**config.mk**
```make
export PLATFORM = sky130hd
export DESIGN_NAME = de_emphasis
export DESIGN_NICKNAME = d
export VERILOG_FILES = /design/src/rtl/deemph_pkg.sv /design/src/rtl/deemph_saturate.sv /design/src/rtl/de_emphasis.sv
export SDC_FILE = /design/constraint.sdc
export NUM_CORES = 1
export LEC_CHECK = 0
export ABC_AREA = 1
export BUFFER_PORTS_ARGS = -buffer_cell sky130_fd_sc_hd__buf_2
export CAP_MARGIN = 10
export CORE_UTILIZATION = 55
export CTS_CLUSTER_DIAMETER = 200
export DETAILED_ROUTE_END_ITERATION = 10
export HOLD_SLACK_MARGIN = 0.05
export MAX_ROUTING_LAYER = met4
export PLACE_DENSITY_LB_ADDON = 0.3
export REMOVE_ABC_BUFFERS = 1
export SLEW_MARGIN = 20
export SYNTH_ARGS = -nofsm -noshare
export SYNTH_HDL_FRONTEND = slang
export SYNTH_SLANG_ARGS = --single-unit
```
**constraint.sdc**
```tcl
create_clock -name clk -period 3.38 [get_ports clk]
set_input_delay 0.169 -clock clk [delete_from_list [all_inputs] [get_ports clk]]
set_output_delay 0.169 -clock clk [all_outputs]
set_load 0.005 [all_outputs]
```
**src/rtl/deemph_pkg.sv**
```systemverilog
`default_nettype none
// ============================================================================
// Module      : deemph_pkg
// Description : Shared widths, saturation limits and FSM state encoding for
//               the decoder de-emphasis filter and its saturation helper.
// Revision    : 1.0  initial release
// ============================================================================
package deemph_pkg;

    localparam int IN_W  = 17;  // pre-emphasised input sample width
    localparam int OUT_W = 16;  // saturated PCM output width
    localparam int SUM_W = 18;  // accumulator width; x + (y >>> k) cannot overflow

    localparam logic signed [SUM_W-1:0] SAT_MAX = 18'sd32767;
    localparam logic signed [SUM_W-1:0] SAT_MIN = -18'sd32768;

    localparam logic [1:0] IDLE = 2'd0;
    localparam logic [1:0] CALC = 2'd1;
    localparam logic [1:0] HOLD = 2'd2;

endpackage
`default_nettype wire

```
**src/rtl/deemph_saturate.sv**
```systemverilog
`default_nettype none
// ============================================================================
// Module      : deemph_saturate
// Description : Combinational clip of a SUM_W-bit signed value to the OUT_W
//               signed range, with a flag marking that clipping occurred.
// Revision    : 1.0  initial release
// ============================================================================
module deemph_saturate
    import deemph_pkg::*;
(
    input  logic [SUM_W-1:0] i_sum,
    output logic [OUT_W-1:0] o_y,
    output logic             o_clip
);

    logic signed [SUM_W-1:0] w_sum_s;
    assign w_sum_s = $signed(i_sum);

    // Clamp to the output range; in-range values pass through unchanged
    always_comb begin
        o_y    = i_sum[OUT_W-1:0];
        o_clip = 1'b0;
        if (w_sum_s > SAT_MAX) begin
            o_y    = SAT_MAX[OUT_W-1:0];
            o_clip = 1'b1;
        end else if (w_sum_s < SAT_MIN) begin
            o_y    = SAT_MIN[OUT_W-1:0];
            o_clip = 1'b1;
        end
    end

endmodule
`default_nettype wire

```
**src/rtl/de_emphasis.sv**
```systemverilog
`default_nettype none
// ============================================================================
// Module      : de_emphasis
// Description : First-order recursive de-emphasis filter,
//               y[n] = sat16(x[n] + (y[n-1] >>> SHIFT_K)), with a
//               valid/ready handshake on both sides and filter memory
//               cleared at subframe boundaries.
//               Optional: define DEEMPH_SAT_CNT_EN to add a saturating
//               per-subframe clip counter on port sat_count.
// Revision    : 1.0  initial release
// ============================================================================
module de_emphasis
    import deemph_pkg::*;
#(
    parameter int SHIFT_K = 5
) (
    input  logic             clk,
    input  logic             rst,
    input  logic             new_subframe,
    input  logic             in_valid,
    output logic             in_ready,
    input  logic [IN_W-1:0]  in_data,
    output logic             out_valid,
    input  logic             out_ready,
    output logic [OUT_W-1:0] out_data,
    output logic             sat_flag
`ifdef DEEMPH_SAT_CNT_EN
    ,
    output logic [15:0]      sat_count
`endif
);

    logic [1:0]              r_state;
    logic [1:0]              w_next_state;
    logic [IN_W-1:0]         r_x_reg;
    logic [OUT_W-1:0]        r_y_prev;
    logic [OUT_W-1:0]        r_out_data;
    logic                    r_sat_flag;
    logic                    r_clr_pend;

    logic signed [OUT_W-1:0] w_y_prev_s;
    logic signed [OUT_W-1:0] w_y_shift;
    logic [SUM_W-1:0]        w_sum;
    logic [OUT_W-1:0]        w_y;
    logic                    w_clip;
    logic                    w_clear;

    // Feedback term: arithmetic shift, so negative memory rounds toward -inf
    assign w_y_prev_s = $signed(r_y_prev);
    assign w_y_shift  = w_y_prev_s >>> SHIFT_K;
    assign w_sum      = {r_x_reg[IN_W-1], r_x_reg}
                      + {{(SUM_W-OUT_W){w_y_shift[OUT_W-1]}}, w_y_shift};

    deemph_saturate u_sat (
        .i_sum  (w_sum),
        .o_y    (w_y),
        .o_clip (w_clip)
    );

    // Filter memory is zeroed either straight away in IDLE or, if the pulse
    // arrived mid-sample, when the current result has been handed off
    assign w_clear = ((r_state == IDLE) && new_subframe) ||
                     ((r_state == HOLD) && out_ready && (r_clr_pend || new_subframe));

    // State register
    always_ff @(posedge clk) begin
        if (rst) r_state <= IDLE;
        else     r_state <= w_next_state;
    end

    // Next-state decode
    always_comb begin
        w_next_state = r_state;
        case (r_state)
            IDLE:    if (in_valid)  w_next_state = CALC;
            CALC:                   w_next_state = HOLD;
            HOLD:    if (out_ready) w_next_state = IDLE;
            default:                w_next_state = IDLE;
        endcase
    end

    // Handshake outputs decoded from state
    always_comb begin
        in_ready  = (r_state == IDLE);
        out_valid = (r_state == HOLD);
    end

    // Datapath: sample capture, result/flag registers, filter memory
    always_ff @(posedge clk) begin
        if (rst) begin
            r_x_reg    <= '0;
            r_y_prev   <= '0;
            r_out_data <= '0;
            r_sat_flag <= 1'b0;
            r_clr_pend <= 1'b0;
        end else begin
            case (r_state)
                IDLE: begin
                    if (in_valid) r_x_reg <= in_data;
                end
                CALC: begin
                    r_out_data <= w_y;
                    r_sat_flag <= w_clip;
                    r_y_prev   <= w_y;
                    if (new_subframe) r_clr_pend <= 1'b1;
                end
                HOLD: begin
                    if (out_ready)         r_clr_pend <= 1'b0;
                    else if (new_subframe) r_clr_pend <= 1'b1;
                end
                default: ;
            endcase
            if (w_clear) r_y_prev <= '0;
        end
    end

    assign out_data = r_out_data;
    assign sat_flag = r_sat_flag;

`ifdef DEEMPH_SAT_CNT_EN
    logic [15:0] r_sat_count;

    // Clip counter: cleared with the filter memory, sticks at all-ones
    always_ff @(posedge clk) begin
        if (rst) begin
            r_sat_count <= '0;
        end else if (w_clear) begin
            r_sat_count <= '0;
        end else if ((r_state == CALC) && w_clip && (r_sat_count != 16'hFFFF)) begin
            r_sat_count <= r_sat_count + 16'd1;
        end
    end

    assign sat_count = r_sat_count;
`endif

endmodule
`default_nettype wire

```
**Word-level counts from Yosys, hierarchy flattened**

Index checks and enable logic that the tools add are counted.

- Flip-flop bits (word level): 53
- Input port bits: 22

- Add/sub/neg operators: 1
- $lt $le $gt $ge: 2
- Equal/unequal tests: 4
- Multiplexer cells: 10
- Reduce and logical (&&, ||, !) cells: 10

Operators by type and width:

| operator | number |
|---|---|
| 2-to-1 mux 16 bit | 2 |
| adder 17 x 11 -> 18 bit | 1 |
| > comparator 18 x 16 -> 1 bit (second input constant) | 1 |
| < comparator 18 x 16 -> 1 bit (second input constant) | 1 |
| one-hot mux 2 bit (3 select lines) | 1 |
| 2-to-1 mux 1 bit | 4 |
| 2-to-1 mux 2 bit | 2 |
| AND reduction 2 bit | 2 |
| logical AND 1 bit | 3 |
| equality test 2 x 1 -> 1 bit (second input constant) | 1 |
| equality test 2 bit (second input constant) | 1 |
| logical NOT 2 bit | 1 |
| logical OR 1 bit | 2 |
| != test 2 x 1 -> 1 bit (second input constant) | 1 |
| != test 2 bit (second input constant) | 1 |
| one-hot mux 1 bit (2 select lines) | 1 |
| nonzero test 2 bit | 1 |
| OR reduction 2 bit | 1 |

**Logic depth before layout (Yosys ltp)**

- Word-level depth: 5
- Depth in mapped cells: 17

**Hierarchy**

A second synthesis with hierarchy kept.

- Cells, all modules: 418
- Area, all modules: 2821.5 um^2

By module, submodules not included:

| module | times used | cells each | area each (um^2) | sequential area each (um^2) |
|---|---|---|---|---|
| de_emphasis | 1 | 381 | 2633.8 | 960.9 |
| deemph_saturate | 1 | 37 | 187.7 | 0.0 |

**Least setup slack after synthesis**

No wires, ideal clock.

- Kind: flip-flop to flip-flop
- From: reg r_x_reg[0]
- To: reg r_out_data[14] (netlist: out_data[14])
- Library setup time: 109 ps
- Arrival time: 2029 ps
- Setup slack: 1242 ps
- Stages on the path, launching flop included: 17
- Cell sequence: dfxtp_1 -> ha_1 -> inv_1 -> fa_1 -> o21ai_2 -> nand3_1 -> nand2_2 -> nand2_2 -> nand2_2 -> nand2_1 -> nand2_1 -> nand2_1 -> nand3_2 -> buf_6 -> nand3_1 -> nand2_1 -> inv_1

- Longest elaborated chain between the ends: 4

Ends and longest elaborated chain:

| item | RTL line | text |
|---|---|---|
| start, declared | de_emphasis.sv:35 | `logic [IN_W-1:0] r_x_reg;` |
| start signal, assigned | de_emphasis.sv:99 | `if (in_valid) r_x_reg <= in_data;` |
| adder 17 x 11 -> 18 bit * | de_emphasis.sv:52 | `+ {{(SUM_W-OUT_W){w_y_shift[OUT_W-1]}}, w_y_shift};` |
| < comparator 18 x 16 -> 1 bit | deemph_saturate.sv:26 | `end else if (w_sum_s < SAT_MIN) begin` |
| 2-to-1 mux 16 bit | deemph_saturate.sv:26 |  |
| 2-to-1 mux 16 bit * | deemph_saturate.sv:23 | `if (w_sum_s > SAT_MAX) begin` |
| end signal, assigned | de_emphasis.sv:102 | `r_out_data <= w_y;` |
| end, declared | de_emphasis.sv:37 | `logic [OUT_W-1:0] r_out_data;` |

Mark *: on every way between the ends. The rest lies on a longest branch, timed or not.
A chain may end at the register's enable or synchronous reset.

**Worst setup path after layout**

- From: reg r_y_prev[5]
- To: reg r_out_data[7] (netlist: out_data[7])

- Longest elaborated chain between the ends: 4

Ends and longest elaborated chain:

| item | RTL line | text |
|---|---|---|
| start, declared | de_emphasis.sv:36 | `logic [OUT_W-1:0] r_y_prev;` |
| start signal, assigned | de_emphasis.sv:104 | `r_y_prev <= w_y;` |
| adder 17 x 11 -> 18 bit * | de_emphasis.sv:52 |  |
| < comparator 18 x 16 -> 1 bit | deemph_saturate.sv:26 |  |
| 2-to-1 mux 16 bit | deemph_saturate.sv:26 |  |
| 2-to-1 mux 16 bit * | deemph_saturate.sv:23 |  |

Marked as above.

==> impl_metrics.py <==
metrics = {
    "clocking": {
        "clock_sinks": 48,
        "cts_tree": "built",
        "clk_latency_ps": 300,
        "path_clk_slew_ps": 100,
        "hold_buffers": 0,
        "h-tree-depth": 2,
        "root_buffer": "clkbuf_8",
        "ctsResizeCount": 0,
        "cts-buffers-inserted": 5,
        "cts_buffer_depth": 2,
        "post_cts_buffers": 0,
    },
    "placed_design": {
        "place.gp.congestion": 0.936,
        "place_hpwl_um": 5200,
        "pre_cts_ws_ps": 770,
        "portBuffers": 40,
    },
    "synthesis": {
        "synth_common_cells": "nand2_1, inv_1, dfxtp_1, nor2_1, nand3_1",
        "synth_most_common_cell": "nand2_1",
        "synth-seq-cells": 48,
        "ys_warn_count": 0,
        "synthTopCellsByArea": "dfxtp_1, nand2_1, ha_1, inv_1, nand3_1",
        "synthArstFlopShare_pct": 0,
        "netlist_instances": 464,
        "seq_area_frac_synth_pct": 31.1,
        "syn_area_mm2": 0.00309,
        "synth_top_area_cell": "dfxtp_1",
        "synth_ff_type": "dfxtp_1",
        "yosysTopAreaCellShare_pct": 31.1,
        "synth-edff-count": 0,
        "avgSynthCellArea_um2": 6.66,
        "synth_cell_types": 35,
    },
    "route": {
        "vias_per_cell": 5.12,
        "wl_per_cell_um": 12.3,
        "totalWireLength_um": 7050,
        "ant_nets": 0,
        "drt_iter0_markers": 165,
        "drt_pass1_iterations": 4,
        "dr_total_vias": 2921,
        "drcViolationCount": 0,
    },
    "final_layout": {
        "nets": 544,
        "drive_gt1_share_pct": 14.4,
        "area_delta_synth_final_pct": 9.64,
        "num-fill-cells": 524,
        "largest_register_ffs": 17,
        "antenna_cells": 0,
    },
    "critical_path": {
        "criticalPathCategory": "reg -> reg",
        "slowest_stage": "fa_1",
        "r2r_end": "out_data[7]",
        "reg2reg_from": "r_y_prev[5]",
        "worst_setup_path_start_kind": "flop",
        "critical_path.endpoint": "out_data[7]",
        "max_stage_delay_ps": 420,
        "r2r_slack_ps": 700,
        "cp.arrival_ps": 2940,
        "cp_cell_sequence": "ha_1 > inv_1 > fa_1 > o21ai_2 > nand3_1 > nand2_2 > nand2_2 > nand3_1 > nand2_1 > nand2_1 > nand3_2 > nand3_1 > nand2_1 > inv_1",
        "crit_fanout": 20,
        "r2r.worst_path.cells": 14,
        "worst_setup_path_end_kind": "flop",
        "cp.required_ps": 3640,
        "critPathLaunch": "r_y_prev[5]",
    },
    "power_and_ir_drop": {
        "seqPwrFrac_pct": 43.9,
        "power_switching_mw": 0.504,
        "power.leakage_nw": 1.95,
        "clkPwrFrac_pct": 28.0,
        "fin_total_pwr_mw": 1.51,
        "internal_power_mw": 1.00,
        "pwr-share-comb_pct": 28.0,
        "power_density_mw_per_mm2": 445,
        "swShare_pct": 33.4,
        "vdd_drop_max_mv": 0.368,
    },
    "grt": {
        "grt_pass1_wl_um": 12400,
        "antenna_found_initial": 0,
        "grt_max_degree": 33,
        "overflow": 0,
        "track_usage_pct": 26.8,
        "grt_pass1_vias": 2771,
    },
    "timing": {
        "fin_crit_sh_pct": 79.4,
        "fin_hold_ws_ps": 104,
        "max_freq_mhz": 373,
        "maxSlewViolCount": 0,
        "hold_viol_final": 0,
        "rsz0062_at_grt": "false",
        "tns_ps": 0,
        "setup_viol": 0,
        "slew_headroom_pct": 43.4,
        "worstMarginPinSlew_ps": 849,
        "finalClockSkew_ps": 7.87,
        "fin_ws_ps": 698,
        "fin_crit_ps": 2680,
    },
    "floorplanning": {
        "dieArea_mm2": 0.00592,
        "dieWidth_um": 77.0,
        "coreArea_mm2": 0.00527,
        "ios": 41,
        "start_util_pct": 58.6,
        "die_h_um": 77.0,
        "rows": 26,
    },
    "run": {
        "drv_cap": 0,
    },
    "worst_hold_path": {
        "hp-class": "in -> reg",
    },
    "run_status": {
        "status": "finished clean",
    },
}
==> cell usage in the layout, fill, tap and decap left out, types with 3 or more instances in the layout <==
cell,n
xor2_1,7
nand3_1,40
a21oi_1,24
nand3_2,7
ha_1,21
inv_1,62
inv_2,3
clkbuf_8,5
nor2_1,47
dfxtp_1,48
nand2_1,135
nand2_2,6
buf_2,40
xnor2_1,4
o21ai_0,24
nand4_1,5
==> cell type report <==
| class | count | area [µm²] | area share [%] |
|---|---|---|---|
| Multi-Input combinational cell | 337 | 1770 | 52.1 |
| Sequential cell | 48 | 961 | 28.4 |
| Inverter | 66 | 248 | 7.31 |
| Timing Repair Buffer | 42 | 215 | 6.35 |
| Tap cell | 70 | 87.6 | 2.58 |
| Clock buffer | 5 | 68.8 | 2.03 |
| Clock inverter | 3 | 42.5 | 1.26 |
==> metal layers <==
layer | wire length [µm] | GRT usage (%)
met5 | 0 | -
met4 | 74 | 6.54
met3 | 244 | 4.40
met2 | 3310 | 45.4
met1 | 3420 | 32.9
==> power by group through the flow <==
stage | clock network, mW | registers [mW] | logic [mW]
finish | 0.422 | 0.663 | 0.423
global route | 0.452 | 0.671 | 0.482
CTS | 0.425 | 0.663 | 0.424
detailed placement | 0 | 0.676 | 0.420
global placement | 0 | 0.673 | 0.413
floorplan | 0 | 0.671 | 0.297
==> kinds of logic (layout without fill, tap and decap cells) <==
| family | Yosys count | count (layout) | share of synthesized area [%] |
|---|---|---|---|
| xor gates and xnor gates | 11 | 11 | 3.12 |
| AOI/OAI and AO/OA | 57 | 57 | 10.1 |
| and+or+nand+nor | 247 | 247 | 34.7 |
| DFF | 48 | 48 | 31.1 |
| adders and majority gates | 22 | 22 | 9.15 |
| buffers and inverters | 79 | 116 | 11.8 |
==> through the flow <==
stage | cell area [µm²] | util (%) | instances
after floorplan | 2970 | - | 451
after global placement | 3280 | 62.2 | 563
after detailed placement | 3280 | 62.2 | 563
after CTS | 3390 | 64.3 | 571
after global routing | 3390 | 64.3 | 571
final | 3390 | 64.3 | 571
==> worst max-delay path, delay by kind of cell (launching register included) <==
family / cells / cell delay, ps
and+or+nand+nor: 9 / 1230
buffers and inverters: 2 / 160
DFF: 1 / 360
AOI/OAI and AO/OA: 1 / 200
adders and majority gates: 2 / 670
==> worst min-delay path by stage <==
stage          cells past startpoint        start          end
2_1_floorplan                      1          rst  out_data[0]
3_3_place_gp                       2    out_ready   r_clr_pend
3_5_place_dp                       3  in_data[16]  r_x_reg[16]
4_1_cts                            3   in_data[2]   r_x_reg[2]
5_1_grt                            2          rst  out_data[0]
6_report                           3   in_data[2]   r_x_reg[2]
(Power assumes the default switching activity.)
